===== config.mk =====
export PLATFORM = sky130hd
export DESIGN_NAME = jpeg_capture_ctrl
export DESIGN_NICKNAME = d
export VERILOG_FILES = /design/src/rtl/jenc_pkg.sv /design/src/rtl/jcap_xy_counter.sv /design/src/rtl/jpeg_capture_ctrl.sv
export SDC_FILE = /design/constraint.sdc
export NUM_CORES = 1
export LEC_CHECK = 0
export ABC_AREA = 1
export CAP_MARGIN = 20
export CORE_ASPECT_RATIO = 1.4
export CORE_MARGIN = 2
export CORE_UTILIZATION = 25
export DETAILED_ROUTE_END_ITERATION = 7
export MAX_ROUTING_LAYER = met4
export SLEW_MARGIN = 20
export SYNTH_ARGS = -nofsm -noshare
export SYNTH_HDL_FRONTEND = slang
export SYNTH_SLANG_ARGS = --single-unit

===== constraint.sdc =====
create_clock -name clk -period 3.7 [get_ports clk]
set_input_delay 0.74 -clock clk [delete_from_list [all_inputs] [get_ports clk]]
set_output_delay 0.74 -clock clk [all_outputs]
set_load 0.01 [all_outputs]

===== src/rtl/jenc_pkg.sv =====
// Shared types and constants for the JPEG capture controller and its helpers.
package jenc_pkg;

   localparam int ENC_SIZE_W = 20;
   localparam int QF_W       = 2;

   typedef enum logic [1:0] {
      ST_IDLE     = 2'd0,
      ST_WAIT_SOF = 2'd1,
      ST_CAPTURE  = 2'd2,
      ST_ENC_WAIT = 2'd3
   } cap_state_e;

   // States in which the watchdog is allowed to run.
   function automatic logic wd_active(input cap_state_e s);
      return (s == ST_WAIT_SOF) || (s == ST_ENC_WAIT);
   endfunction

endpackage


===== src/rtl/jcap_xy_counter.sv =====
// Pixel position counter: x wraps at x_max and bumps y; last flags the final pixel of the frame.
module jcap_xy_counter #(
   parameter int XW = 10,
   parameter int YW = 10
) (
   input  logic          clk,
   input  logic          reset,
   input  logic          clear,
   input  logic          inc,
   input  logic [XW-1:0] x_max,
   input  logic [YW-1:0] y_max,
   output logic          last
);

   logic [XW-1:0] x_q, x_d;
   logic [YW-1:0] y_q, y_d;

   always_comb begin
      x_d = x_q;
      y_d = y_q;
      if (clear) begin
         x_d = '0;
         y_d = '0;
      end else if (inc) begin
         if (x_q == x_max) begin
            x_d = '0;
            y_d = y_q + YW'(1);
         end else begin
            x_d = x_q + XW'(1);
         end
      end
   end

   always_ff @(posedge clk) begin
      if (reset) begin
         x_q <= '0;
         y_q <= '0;
      end else begin
         x_q <= x_d;
         y_q <= y_d;
      end
   end

   assign last = (x_q == x_max) && (y_q == y_max);

endmodule


===== src/rtl/jpeg_capture_ctrl.sv =====
// Sequences one camera frame into the JPEG encoder: arms on a start request, gates pixels
// between frame start and the last pixel, then waits for the encoder result under a watchdog.
module jpeg_capture_ctrl
   import jenc_pkg::*;
#(
   parameter int  SENSOR_X_SIZE  = 720,
   parameter int  SENSOR_Y_SIZE  = 720,
   parameter int  TIMEOUT_CYCLES = 2**24,
   localparam int XW             = $clog2(SENSOR_X_SIZE),
   localparam int YW             = $clog2(SENSOR_Y_SIZE)
) (
   input  logic                  clk,
   input  logic                  reset,
   input  logic                  start_capture,
   input  logic [QF_W-1:0]       qf_select,
   input  logic [XW-1:0]         x_size_m1,
   input  logic [YW-1:0]         y_size_m1,
   input  logic                  cam_frame_valid,
   input  logic                  cam_pixel_valid,
   output logic                  enc_start,
   output logic                  enc_abort,
   output logic [QF_W-1:0]       enc_qf,
   output logic [XW-1:0]         enc_x_size_m1,
   output logic [YW-1:0]         enc_y_size_m1,
   output logic                  enc_pixel_en,
   input  logic                  enc_done,
   input  logic [ENC_SIZE_W-1:0] enc_size,
   output logic                  image_valid,
   output logic [ENC_SIZE_W-1:0] image_size,
   output logic                  busy,
   output logic                  frame_error
);

   localparam int             WDW     = (TIMEOUT_CYCLES > 2) ? $clog2(TIMEOUT_CYCLES) : 1;
   localparam logic [WDW-1:0] WD_LAST = WDW'(TIMEOUT_CYCLES - 1);

   cap_state_e            state_q, state_d;
   logic                  fv_q, fv_d;
   logic [WDW-1:0]        wd_q, wd_d;
   logic [QF_W-1:0]       qf_q, qf_d;
   logic [XW-1:0]         xm_q, xm_d;
   logic [YW-1:0]         ym_q, ym_d;
   logic                  image_valid_q, image_valid_d;
   logic [ENC_SIZE_W-1:0] image_size_q, image_size_d;
   logic                  frame_error_q, frame_error_d;
   logic                  abort_q, abort_d;
   logic                  busy_q, busy_d;

   logic sof, fall, pix_fwd, wd_expired, abort_req, cnt_clear, last_pix;

   jcap_xy_counter #(.XW(XW), .YW(YW)) u_xy (
      .clk   (clk),
      .reset (reset),
      .clear (cnt_clear),
      .inc   (pix_fwd),
      .x_max (xm_q),
      .y_max (ym_q),
      .last  (last_pix)
   );

   always_comb begin
      sof           = cam_frame_valid & ~fv_q;
      fall          = ~cam_frame_valid & fv_q;
      pix_fwd       = (state_q == ST_CAPTURE) & cam_pixel_valid & cam_frame_valid;
      wd_expired    = (wd_q == WD_LAST);
      state_d       = state_q;
      fv_d          = cam_frame_valid;
      qf_d          = qf_q;
      xm_d          = xm_q;
      ym_d          = ym_q;
      image_valid_d = image_valid_q;
      image_size_d  = image_size_q;
      frame_error_d = frame_error_q;
      abort_d       = 1'b0;
      abort_req     = 1'b0;
      cnt_clear     = 1'b0;

      case (state_q)
         ST_IDLE: begin
            if (start_capture) begin
               qf_d          = qf_select;
               xm_d          = x_size_m1;
               ym_d          = y_size_m1;
               image_valid_d = 1'b0;
               frame_error_d = 1'b0;
               state_d       = ST_WAIT_SOF;
            end
         end
         ST_WAIT_SOF: begin
            if (sof) begin
               cnt_clear = 1'b1;
               state_d   = ST_CAPTURE;
            end else if (wd_expired) begin
               abort_req = 1'b1;
            end
         end
         ST_CAPTURE: begin
            // A forwarded pixel implies frame_valid is high, so it can never coincide with a fall.
            if (pix_fwd && last_pix) begin
               state_d = ST_ENC_WAIT;
            end else if (fall) begin
               abort_req = 1'b1;
            end
         end
         ST_ENC_WAIT: begin
            if (enc_done) begin
               image_size_d  = enc_size;
               image_valid_d = 1'b1;
               state_d       = ST_IDLE;
            end else if (wd_expired) begin
               abort_req = 1'b1;
            end
         end
         default: state_d = ST_IDLE;
      endcase

      if (abort_req) begin
         state_d       = ST_IDLE;
         frame_error_d = 1'b1;
         abort_d       = 1'b1;
      end

      // Restarting from zero on every state change gives each waiting state a fresh budget.
      wd_d   = (state_d == state_q && wd_active(state_q)) ? wd_q + WDW'(1) : '0;
      busy_d = (state_d != ST_IDLE);
   end

   always_ff @(posedge clk) begin
      if (reset) begin
         state_q       <= ST_IDLE;
         fv_q          <= 1'b0;
         wd_q          <= '0;
         qf_q          <= '0;
         xm_q          <= '0;
         ym_q          <= '0;
         image_valid_q <= 1'b0;
         image_size_q  <= '0;
         frame_error_q <= 1'b0;
         abort_q       <= 1'b0;
         busy_q        <= 1'b0;
      end else begin
         state_q       <= state_d;
         fv_q          <= fv_d;
         wd_q          <= wd_d;
         qf_q          <= qf_d;
         xm_q          <= xm_d;
         ym_q          <= ym_d;
         image_valid_q <= image_valid_d;
         image_size_q  <= image_size_d;
         frame_error_q <= frame_error_d;
         abort_q       <= abort_d;
         busy_q        <= busy_d;
      end
   end

   // Start and pixel enable stay combinational so they line up with the sensor strobes.
   assign enc_start     = (state_q == ST_WAIT_SOF) & sof;
   assign enc_pixel_en  = pix_fwd;
   assign enc_abort     = abort_q;
   assign enc_qf        = qf_q;
   assign enc_x_size_m1 = xm_q;
   assign enc_y_size_m1 = ym_q;
   assign image_valid   = image_valid_q;
   assign image_size    = image_size_q;
   assign frame_error   = frame_error_q;
   assign busy          = busy_q;

endmodule


Yosys cells after proc, flatten, opt, wreduce, memory -nomap -nowiden
Cells that the tools add are included.

cells by class
  div/mod/pow operators = 0
  eq/ne operators = 9
  add/subtract/negate cells = 3
  shifts and indexed selects = 0
  multiplexer cells = 21
  reduce and logical (&&, ||, !) cells = 16
  bitwise operators = 8
  $lt $le $gt $ge = 0
  $mul = 0

operators with widths
  operator                                                                number
  24-bit by 1-bit adder with 24-bit output (second input constant)        1
  24-bit equality test (second input constant)                            1
  10-bit by 1-bit adder with 10-bit output (second input constant)        2
  10-bit equality test                                                    2
  1-bit two-way mux                                                       12
  10-bit two-way mux                                                      1
  2-bit two-way mux                                                       5
  2-bit case mux with 4 select lines                                      1
  2-bit AND reduction                                                     4
  2-bit nonzero test                                                      4
  1-bit AND                                                               5
  2-bit equality test (second input constant)                             2
  2-bit != test (second input constant)                                   2
  2-bit OR reduction                                                      2
  1-bit logical AND                                                       3
  1-bit NOT                                                               3
  1-bit case mux with 3 select lines                                      1
  3-bit AND reduction                                                     1
  2-bit by 1-bit equality test with 1-bit output (second input constant)  1
  2-bit equality test                                                     1
  2-bit logical NOT                                                       1
  1-bit case mux with 2 select lines                                      1
  1-bit logical OR                                                        1

word-level totals
  bits in latches = 0
  bits in registers = 93
  RAM bits = 0
  ROM bits = 0
  output and inout bits = 48
  word-level logic and storage cells = 70
  bits of input ports = 48
  memories kept = 0

Longest topological paths before layout
Gate-level depths: netlist of run 1.

  word-level depth = 11
  depth in mapped cells = 13

By module
From an unflattened synthesis of run 1, not the netlist that was laid out.

second synthesis, totals
  cells, all modules = 655
  area, all modules = 4,539.4 µm²

modules (own cells, without submodules)
  module             area an instance (µm²)  seq. area each (µm²)  times used  cells each
  jpeg_capture_ctrl  3,114.2                 1,461.4               1           427
  jcap_xy_counter    1,425.1                 400.4                 1           228

Least setup slack after synthesis of run 1
Ideal clock, no wire load.

  kind = input to output
  from = input cam_frame_valid
  to = output enc_start
  setup slack = 1.891 ns
  arrival time = 1.069 ns
  stages on the path = 4
  path through = inv_1 > nor2_1 > nand2_1 > inv_1

between the ends
  cells in the longest elaborated chain, start to end = 2

ends and longest elaborated chain
  item         RTL line                  source
  from (decl)  jpeg_capture_ctrl.sv:18   input logic cam_frame_valid,
  1-bit AND    jpeg_capture_ctrl.sv:62   sof = cam_frame_valid & ~fv_q;
  1-bit AND    jpeg_capture_ctrl.sv:157  assign enc_start = (state_q == ST_WAIT_SOF) & sof;
  to (decl)    jpeg_capture_ctrl.sv:20   output logic enc_start,

No other way between the ends.

Worst setup path in the final report of run 1
Same ends and word-level chain as after synthesis.

==> results of run 1 <==
[per-stage QoR]
| stage | setup WS, ns | util [%] |
|---|---|---|
| after global routing | 0.552 | 34.4 |
| after floorplan | 1.89 | - |
| after CTS | 0.708 | 34.4 |
| after global placement | 0.721 | 32.6 |
| final | 0.739 | 34.4 |
| after detailed placement | 0.715 | 32.6 |
[final timing paths]
kind / to / slack (ns) / depth (start not counted)
setup reg to reg: enc_x_size_m1[1] / 1.45 / 6
setup / recovery: enc_start / 0.74 / 6
hold / removal: wd_q[0] / 0.46 / 1
hold reg to reg: wd_q[0] / 0.46 / 1
[per-layer routing]
metal / GRT usage (%) / vias to the layer above / routed length (µm)
met2: 22.3 / 63 / 5840
li1: - / 2073 / -
met1: 14.2 / 1749 / 4830
met5: - / - / 0
met4: 5.09 / 0 / 255
met3: 3.26 / 16 / 420
[synth_stat cells]
library cell,n,area share [%]
nor3_1,10,1.2
o21ai_0,27,3.1
nor2_2,12,1.7
nand3b_1,1,0.17
o211ai_1,1,0.17
nand4_1,9,1.3
nand2_1,132,11
nand2_4,1,0.26
and3_1,1,0.14
nand2_2,4,0.58
and2_1,1,0.14
nor2_4,4,1.0
inv_1,63,5.5
nand3_2,1,0.23
ha_1,3,0.87
xnor2_1,19,3.8
buf_1,1,0.087
inv_2,2,0.17
buf_2,3,0.35
nor2_1,88,7.6
buf_6,3,0.78
a21oi_1,41,4.7
clkbuf_1,13,1.1
nand3_1,45,5.2
xor2_1,24,4.9
nand3_4,1,0.40
dfxtp_1,93,43
[cell families (layout without fill, tap and decap cells)]
| family | count (synthesis) | in the layout |
|---|---|---|
| compound gates | 69 | 69 |
| xor+xnor | 43 | 43 |
| fa+ha+maj | 3 | 3 |
| buf+inv | 85 | 180 |
| flops | 93 | 93 |
| simple gates | 310 | 310 |
[where the power goes]
part | switching (mW) | internal [mW] | total (mW)
Sequential | 0.0364 | 1.04 | 1.08
Clock | 0.393 | 0.562 | 0.955
Combinational | 0.175 | 0.163 | 0.338
[critical path, cell delays in order]
cell and delay [ns]:
clkdlybuf4s50_1 0.51, inv_1 0.08, nor2_1 0.13, nand2_1 0.11, inv_1 0.08, clkdlybuf4s50_1 0.58
[placed cells by master (no fill, tap or decap), types with 9 or more instances in the layout]
cell and n:
inv_1 63, nand4_1 9, xnor2_1 19, nor2_1 88
clkbuf_16 9, dfxtp_1 93, nor2_2 12, o21ai_0 27
clkdlybuf4s50_1 95, nand2_1 132, nand3_1 45, a21oi_1 41
xor2_1 24, nor3_1 10
[registers in the layout (all words and copies together), names as in the netlist]
| name | count |
|---|---|
| image_size | 20 |
| enc_abort | 1 |
| u_xy.x_q | 10 |
| frame_error | 1 |
| image_valid | 1 |
| enc_y_size_m1 | 10 |
| wd_q | 24 |
| busy | 1 |
| enc_qf | 2 |
| state_q | 2 |
| u_xy.y_q | 10 |
| fv_q | 1 |
| enc_x_size_m1 | 10 |
[cell type report]
type	instances	area, µm²	share of cell area (%)
Clock buffer	13	260	4.48
Clock inverter	3	43.8	0.754
Inverter	65	244	4.20
Multi-Input combinational cell	425	2120	36.6
Sequential cell	93	1860	32.1
Tap cell	232	290	5.00
Timing Repair Buffer	99	981	16.9
==> qor.yml, run 1 <==
status: "complete, no violations"
ys_warn_count: 0
final_cell_area_um2: 5800
critPathLaunch: "cam_frame_valid"
peakVddDrop_v: 0.000164
drv_cap: 0
finalClockSkew_ns: 0.0108
ant_nets: 0
nNetsFinal: 744
fin_crit_sh_pct: 80.0
end_kind: "output pin"
leakage_nw: 2.11
fp.dieW_um: 115
gp_congestion: 0.851
rsz0062_at_grt: "no"
io_pins: 96
coreArea_um2: 16900
wl_mm: 11.4
syn-mean-instance-area_um2: 7.18
tns_ns: 0
startpoint_type: "primary input"
io_buffers: 95
antenna_found_initial: 0
syn_to_final_growth_pct: 34.0
clock_latency_ns: 0.35
grt_pass1_vias: 3719
cp_max_fo: 3
dr.pass1.iters: 4
postCtsSetupRepairBufs: 0
synth_top_family_by_area: "simple AND/OR/NAND/NOR gates"
drive_above_1_share_pct: 6.16
powerDensity_nw_per_um2: 408
clock-sinks: 93
ctsHoldBuffers: 0
fin_crit_ns: 2.96
ys_types: 27
clk_pin_slew_ns: 0.06
grt_overflow: 0
wl_per_cell_um: 12.2
rows: 56
drtIter0Drc: 169
grt_max_degree: 26
postPlaceCellArea_um2: 5500
max_freq_mhz: 338
reg2reg_from: "state_q[1]"
nFillCells: 1788
min-delay-path-class: "flop to flop"
hold_path_startpoint: "wd_q[0]"
via_per_inst: 4.19
htree_num_levels: 3
cts_resized: 0
synthesis.nets: 654
synthAdderAreaFrac_pct: 0.867
holdWs_ns: 0.460
synth-seq-cells: 93
tightest_slew_ns: 0.726
mappedNetlistArea_um2: 4330
clockBufferDepth: 2
slew_violations: 0
hold_viol_final: 0
antenna_cells: 0
place_hpwl_mm: 8.47
cts_buffers: 9
synth_cells: 603
cp.arrival_ns: 2.22
vias: 3901
synth_xor_area_share_pct: 8.70
worstPathRequired_ns: 2.96
synth-simple-area-share_pct: 31.4
dieArea_um2: 18400
grtUsageTotal_pct: 13.0
cts_tree: "built"
synth.area.mux_share_pct: 0
final-setup-viol-count: 0
path_class: "primary input to output pin"
dp.cells: 914
post-route-drc-count: 0
chipHeight_um: 160
yosysSeqAreaShare_pct: 43.0
initial_core_util_pct: 25.6
slew_headroom_pct: 51.6
stdcell_count: 930
total_power_mw: 2.37
synth-compound-area-share_pct: 8.03
clockRootBuffer: "clkbuf_16"
grt_pass1_wl_mm: 18.3
No activity file was read; power rests on OpenSTA's default activity.
==> run 2, diff against run 1 <==
==> constraint.sdc (replaced) <==
create_clock -name clk -period 2.5 [get_ports clk]
set_input_delay 0.5 -clock clk [delete_from_list [all_inputs] [get_ports clk]]
set_output_delay 0.5 -clock clk [all_outputs]
set_load 0.01 [all_outputs]
==> run 2 against run 1 <==
Against the previous run: clock power up 32%; via count up 2.2%; design area up 0.26%; worst setup slack worse by 0.49 ns; sequential share of layout area down 0.083 points; sequential power up 47%; combinational power up 52%; cell count up 0.43%; count of clock-buffer cells in the layout down 3; global-route usage up 0.076 points; hold slack worse by 0.0028 ns; routed wire length up 0.50%; critical path type unchanged.
==> qor.yml, run 2 (same netlist as run 1, synthesis figures left out) <==
status: "complete, no violations"
ant_nets: 0
slew_violations: 0
drive_above_1_share_pct: 6.84
drv_cap: 0
tightest_slew_ns: 0.734
via_per_inst: 4.27
rsz0062_at_grt: "no"
hold_depth: 1
clock-sinks: 93
cts_tree: "built"
holdWs_ns: 0.457
fin_crit_sh_pct: 89.9
gp_congestion: 0.872
syn_to_final_growth_pct: 34.4
p_int_mw: 2.46
vias: 3988
postCtsSetupRepairBufs: 0
initial_core_util_pct: 25.6
dr.pass1.iters: 4
max_freq_mhz: 445
place_hpwl_mm: 8.57
cp_max_fo: 2
stdcell_count: 934
grt_pass1_vias: 3833
power_frac_seq_pct: 47.2
final_cell_area_um2: 5820
nNetsFinal: 749
wl_mm: 11.4
hold_path_startpoint: "wd_q[0]"
post-route-drc-count: 0
leakage_nw: 2.13
peakVddDrop_v: 0.000327
chipHeight_um: 160
worstPathRequired_ns: 2.00
tns_ns: 0
end_kind: "output pin"
io_buffers: 95
pwr-share-comb_pct: 15.3
cts_buffers: 9
coreArea_um2: 16900
slew_headroom_pct: 50.9
dp.cells: 919
layout_commonest_cell: "nand2_1"
largest_reg_flops: 24
reg2regPathDepth: 6
hold_viol_final: 0
grtUsageTotal_pct: 13.1
dieArea_um2: 18400
switching_share_pct: 27.0
r2r-end: "enc_y_size_m1[6]"
final-setup-viol-count: 0
wl_per_cell_um: 12.2
path_class: "primary input to output pin"
top_register: "wd_q"
fp.dieW_um: 115
final_cell_mix: "nand2_1, clkdlybuf4s50_1, dfxtp_1"
grt_pass1_wl_mm: 18.5
clockBufferDepth: 2
postPlaceCellArea_um2: 5550
grt_overflow: 0
clk_pin_slew_ns: 0.06
clkPwrFrac_pct: 37.5
htree_num_levels: 3
antenna_found_initial: 0
p_switching_uw: 908
powerDensity_nw_per_um2: 579
drtIter0Drc: 155
fin_crit_ns: 2.25
startpoint_type: "primary input"
finalClockSkew_ns: 0.00948
antenna_cells: 0
reg2reg_slack_ns: 0.59
cp.arrival_ns: 1.75
holdPathEnd: "wd_q[0]"
clock_latency_ns: 0.35
reg2reg_from: "state_q[1]"
min-delay-path-class: "flop to flop"
rows: 56
clockRootBuffer: "clkbuf_16"
grt_max_degree: 26
io_pins: 96
run 2: worst max path at each step:
stage	start	slack [ns]	to	cells after the start
6_report	cam_frame_valid	0.25	enc_pixel_en	4
5_1_grt	cam_frame_valid	0.20	enc_pixel_en	4
4_1_cts	cam_frame_valid	0.02	enc_start	6
3_5_place_dp	cam_frame_valid	0.03	enc_start	6
3_3_place_gp	cam_frame_valid	0.01	enc_start	6
2_1_floorplan	wd_q[0]	0.87	wd_q[4]	11
run 2: timing repair:
action | CTS | global route
endpoints found under the setup margin | 0 | 1
resized for setup | 0 | 1
hold buffers | 0 | 0
run 2: area by class of cell:
cell class              count  area, µm²
flip-flops and latches     93       1860
clock buffers              10        229
repair buffers            104       1030
clock inverters             5       37.5
inverters                  65        244
well taps                 232        290
fillers                  1786      11100
multi-input cells         425       2120
run 2: power groups by stage:
| stage | clock, mW | sequential (mW) | combinational, mW |
|---|---|---|---|
| final | 1.26 | 1.59 | 0.515 |
| after detailed placement | 0 | 1.63 | 0.522 |
| after floorplan | 0 | 1.64 | 0.248 |
| after CTS | 1.31 | 1.59 | 0.524 |
| after global routing | 1.37 | 1.60 | 0.577 |
| after global placement | 0 | 1.63 | 0.521 |
run 2: worst max-delay path: stages:
cell,delay (ns)
clkdlybuf4s50_1,0.50
nand2_1,0.10
nor2_4,0.11
clkdlybuf4s50_1,0.54
run 2: stage by stage:
| stage | total power, mW | setup WS, ns | util (%) |
|---|---|---|---|
| CTS | 3.43 | 0.0183 | 34.4 |
| detailed placement | 2.15 | 0.0279 | 32.9 |
| global placement | 2.15 | 0.0145 | 32.9 |
| global route | 3.55 | 0.201 | 34.5 |
| floorplan | 1.88 | 0.872 | - |
| finish | 3.37 | 0.254 | 34.5 |
run 2: routing by layer:
metal	wire (µm)	vias to the layer above	global-route usage [%]
met3	427	22	2.50
met5	0	-	-
met4	297	0	6.24
li1	-	2079	-
met1	4770	1804	14.2
met2	5910	83	22.5
==> run 3, diff against run 2 <==
--- a/config.mk
+++ b/config.mk
@@ -7,12 +7,17 @@
 export LEC_CHECK = 0
 export ABC_AREA = 1
 export CAP_MARGIN = 20
+export CELL_PAD_IN_SITES_DETAIL_PLACEMENT = 1
+export CELL_PAD_IN_SITES_GLOBAL_PLACEMENT = 1
 export CORE_ASPECT_RATIO = 1.4
 export CORE_MARGIN = 2
 export CORE_UTILIZATION = 25
 export DETAILED_ROUTE_END_ITERATION = 7
+export GPL_ROUTABILITY_DRIVEN = 0
 export MAX_ROUTING_LAYER = met4
+export PLACE_DENSITY_LB_ADDON = 0.1
 export SLEW_MARGIN = 20
 export SYNTH_ARGS = -nofsm -noshare
 export SYNTH_HDL_FRONTEND = slang
+export SYNTH_HIERARCHICAL = 1
 export SYNTH_SLANG_ARGS = --single-unit
==> run 3 against run 2 <==
Against the previous run: clock skew is 0.0017 ns higher; hold slack better by 0.016 ns; synthesized area is 4.8% higher; total power is 3.9% higher; sequential power hardly changed; die area is 4.7% higher; register-to-register slack worse by 0.23 ns; first-iteration DRC count is 30% lower; via count is 8.7% higher; routed wire length is 16% higher.
==> qor.yml, run 3 <==
status: "complete, no violations"
synth_edf_count: 0
postCtsSetupRepairBufs: 0
layout_commonest_cell: "nor2_1"
powerDensity_nw_per_um2: 574
synth.most_common_cell: "nor2_1"
ys_warn_count: 6
slowest_delay_ns: 0.50
reg2reg_from: "u_xy/x_q[7]"
end_kind: "output pin"
top_register: "wd_q"
antenna_found_initial: 0
critPathLaunch: "cam_frame_valid"
wl_mm: 13.2
cts_buffers: 9
yosysSeqAreaShare_pct: 41.0
worstPathRequired_ns: 2.00
p_int_mw: 2.56
fin_crit_ns: 2.31
synthFlopType: "dfxtp_1"
grt_pass1_wl_mm: 22.1
htree_num_levels: 3
total_power_mw: 3.50
largest_reg_flops: 24
coreArea_um2: 17900
synth_area_leaders: "dfxtp_1, nor2_1, nand2_1"
final-setup-viol-count: 0
leakage_nw: 2.43
fin_util_pct: 34.1
synth_cells: 655
cp_max_fo: 3
worstPathCellList: "clkdlybuf4s50_1, nand2_1, nand2_1, nand2_1, nand2_1, nor2_4, nor2_4, nand2_1, nor2_2, clkbuf_2"
synthesis.nets: 706
mappedNetlistArea_um2: 4540
clkPwrFrac_pct: 38.4
drv_cap: 0
timing.final.ws_setup_ns: 0.188
ys_types: 35
io_pins: 96
cts_resized: 3
cpMostUsedCell: "nand2_1"
place_hpwl_mm: 10.2
cts_tree: "built"
finalClockSkew_ns: 0.0112
grt_overflow: 0
nNetsFinal: 814
fin_crit_sh_pct: 92.5
clk_pin_slew_ns: 0.07
async_flop_share_pct: 0
vias: 4336
syn-mean-instance-area_um2: 6.93
io_buffers: 95
min-delay-path-class: "flop to flop"
grt_pass1_vias: 4560
grt_max_degree: 43
startpoint_type: "primary input"
clock-sinks: 93
crit_buf_inv: 2
worstSetupEndpoint: "enc_start"
initial_core_util_pct: 25.4
rsz0062_at_grt: "no"
final_cell_mix: "nor2_1, nand2_1, dfxtp_1, clkdlybuf4s50_1, inv_1"
rows: 58
cp_slowest_cell: "clkdlybuf4s50_1"
stdcell_count: 1008
cp_top_family: "buffers and inverters"
hold_viol_final: 0
cp.arrival_ns: 1.81
preCtsSetupSlack_ns: -0.277
tightest_slew_ns: 0.447
synth.top_cell.area_share_pct: 41.0
postPlaceCellArea_um2: 5810
r2r-end: "wd_q[20]"
power_frac_seq_pct: 45.7
reg2regPathDepth: 14
ctsHoldBuffers: 0
grtUsageTotal_pct: 14.8
path_class: "primary input to output pin"
clockBufferDepth: 2
path_depth: 10
drive_above_1_share_pct: 10.3
fp.dieW_um: 118
antenna_cells: 0
clock_latency_ns: 0.34
ant_nets: 0
synth_area_leader_cell: "dfxtp_1"
switching_share_pct: 26.7
pwr-share-comb_pct: 15.9
post-route-drc-count: 0
dp.cells: 992
drtIter0Drc: 108
slew_violations: 0
via_per_inst: 4.30
synth-seq-cells: 93
holdWs_ns: 0.474
dr.pass1.iters: 4
peakVddDrop_v: 0.000250
max_freq_mhz: 432
chipHeight_um: 163
syn_to_final_growth_pct: 34.3
tns_ns: 0
synth_common_cells: "nor2_1, nand2_1, dfxtp_1, inv_1, o21ai_0"
final_cell_area_um2: 6090
clockRootBuffer: "clkbuf_16"
wl_per_cell_um: 13.1
reg2reg_slack_ns: 0.36
dieArea_um2: 19300
p_switching_uw: 936
slew_headroom_pct: 70.2
## run 3: final cells by class
cell class                 count  area [µm²]
sequential                    93        1860
inverter                      81         304
timing repair buffer         117        1110
tap                          240         300
clock buffer                  14         274
clock inverter                 2        16.3
fill                        2280       11800
multi-input combinational    461        2230
## run 3: tightest hold or removal path, cell delays in order, from the launching register on
cell and delay, ns:
dfxtp_1 0.31, nand2_1 0.06, a21oi_1 0.06
## run 3: worst min-delay path by stage
| stage | start | to | slack, ns | cells past startpoint |
|---|---|---|---|---|
| floorplan | wd_q[0] | wd_q[0] | 0.45 | 1 |
| detailed placement | image_valid | image_valid | 0.46 | 2 |
| CTS | image_valid | image_valid | 0.48 | 2 |
| global placement | image_valid | image_valid | 0.45 | 2 |
| finish | image_valid | image_valid | 0.47 | 2 |
| global route | image_valid | image_valid | 0.50 | 2 |
## run 3: layer usage
layer	track usage [%]	share of wire (%)	vias to the layer above
li1	-	-	2223
met4	6.08	1.8	0
met5	-	0	-
met1	16.7	45	2014
met2	25.1	48	86
met3	3.56	4.8	13
## run 3: cell families after synthesis
group	synth area share, %
XOR/XNOR	5.79
flip-flops	41.0
AO/OA/AOI/OAI	5.60
adder cells (fa/ha/maj)	0.827
multiplexers	0.221
buffers and inverters	9.95
AND/OR/NAND/NOR	36.6
## run 3: power by group through the flow
stage	registers, mW	clock network, mW	logic, mW
after floorplan	1.64	0	0.290
after global placement	1.64	0	0.559
after detailed placement	1.64	0	0.569
after CTS	1.60	1.40	0.569
after global routing	1.61	1.47	0.624
final	1.60	1.34	0.557
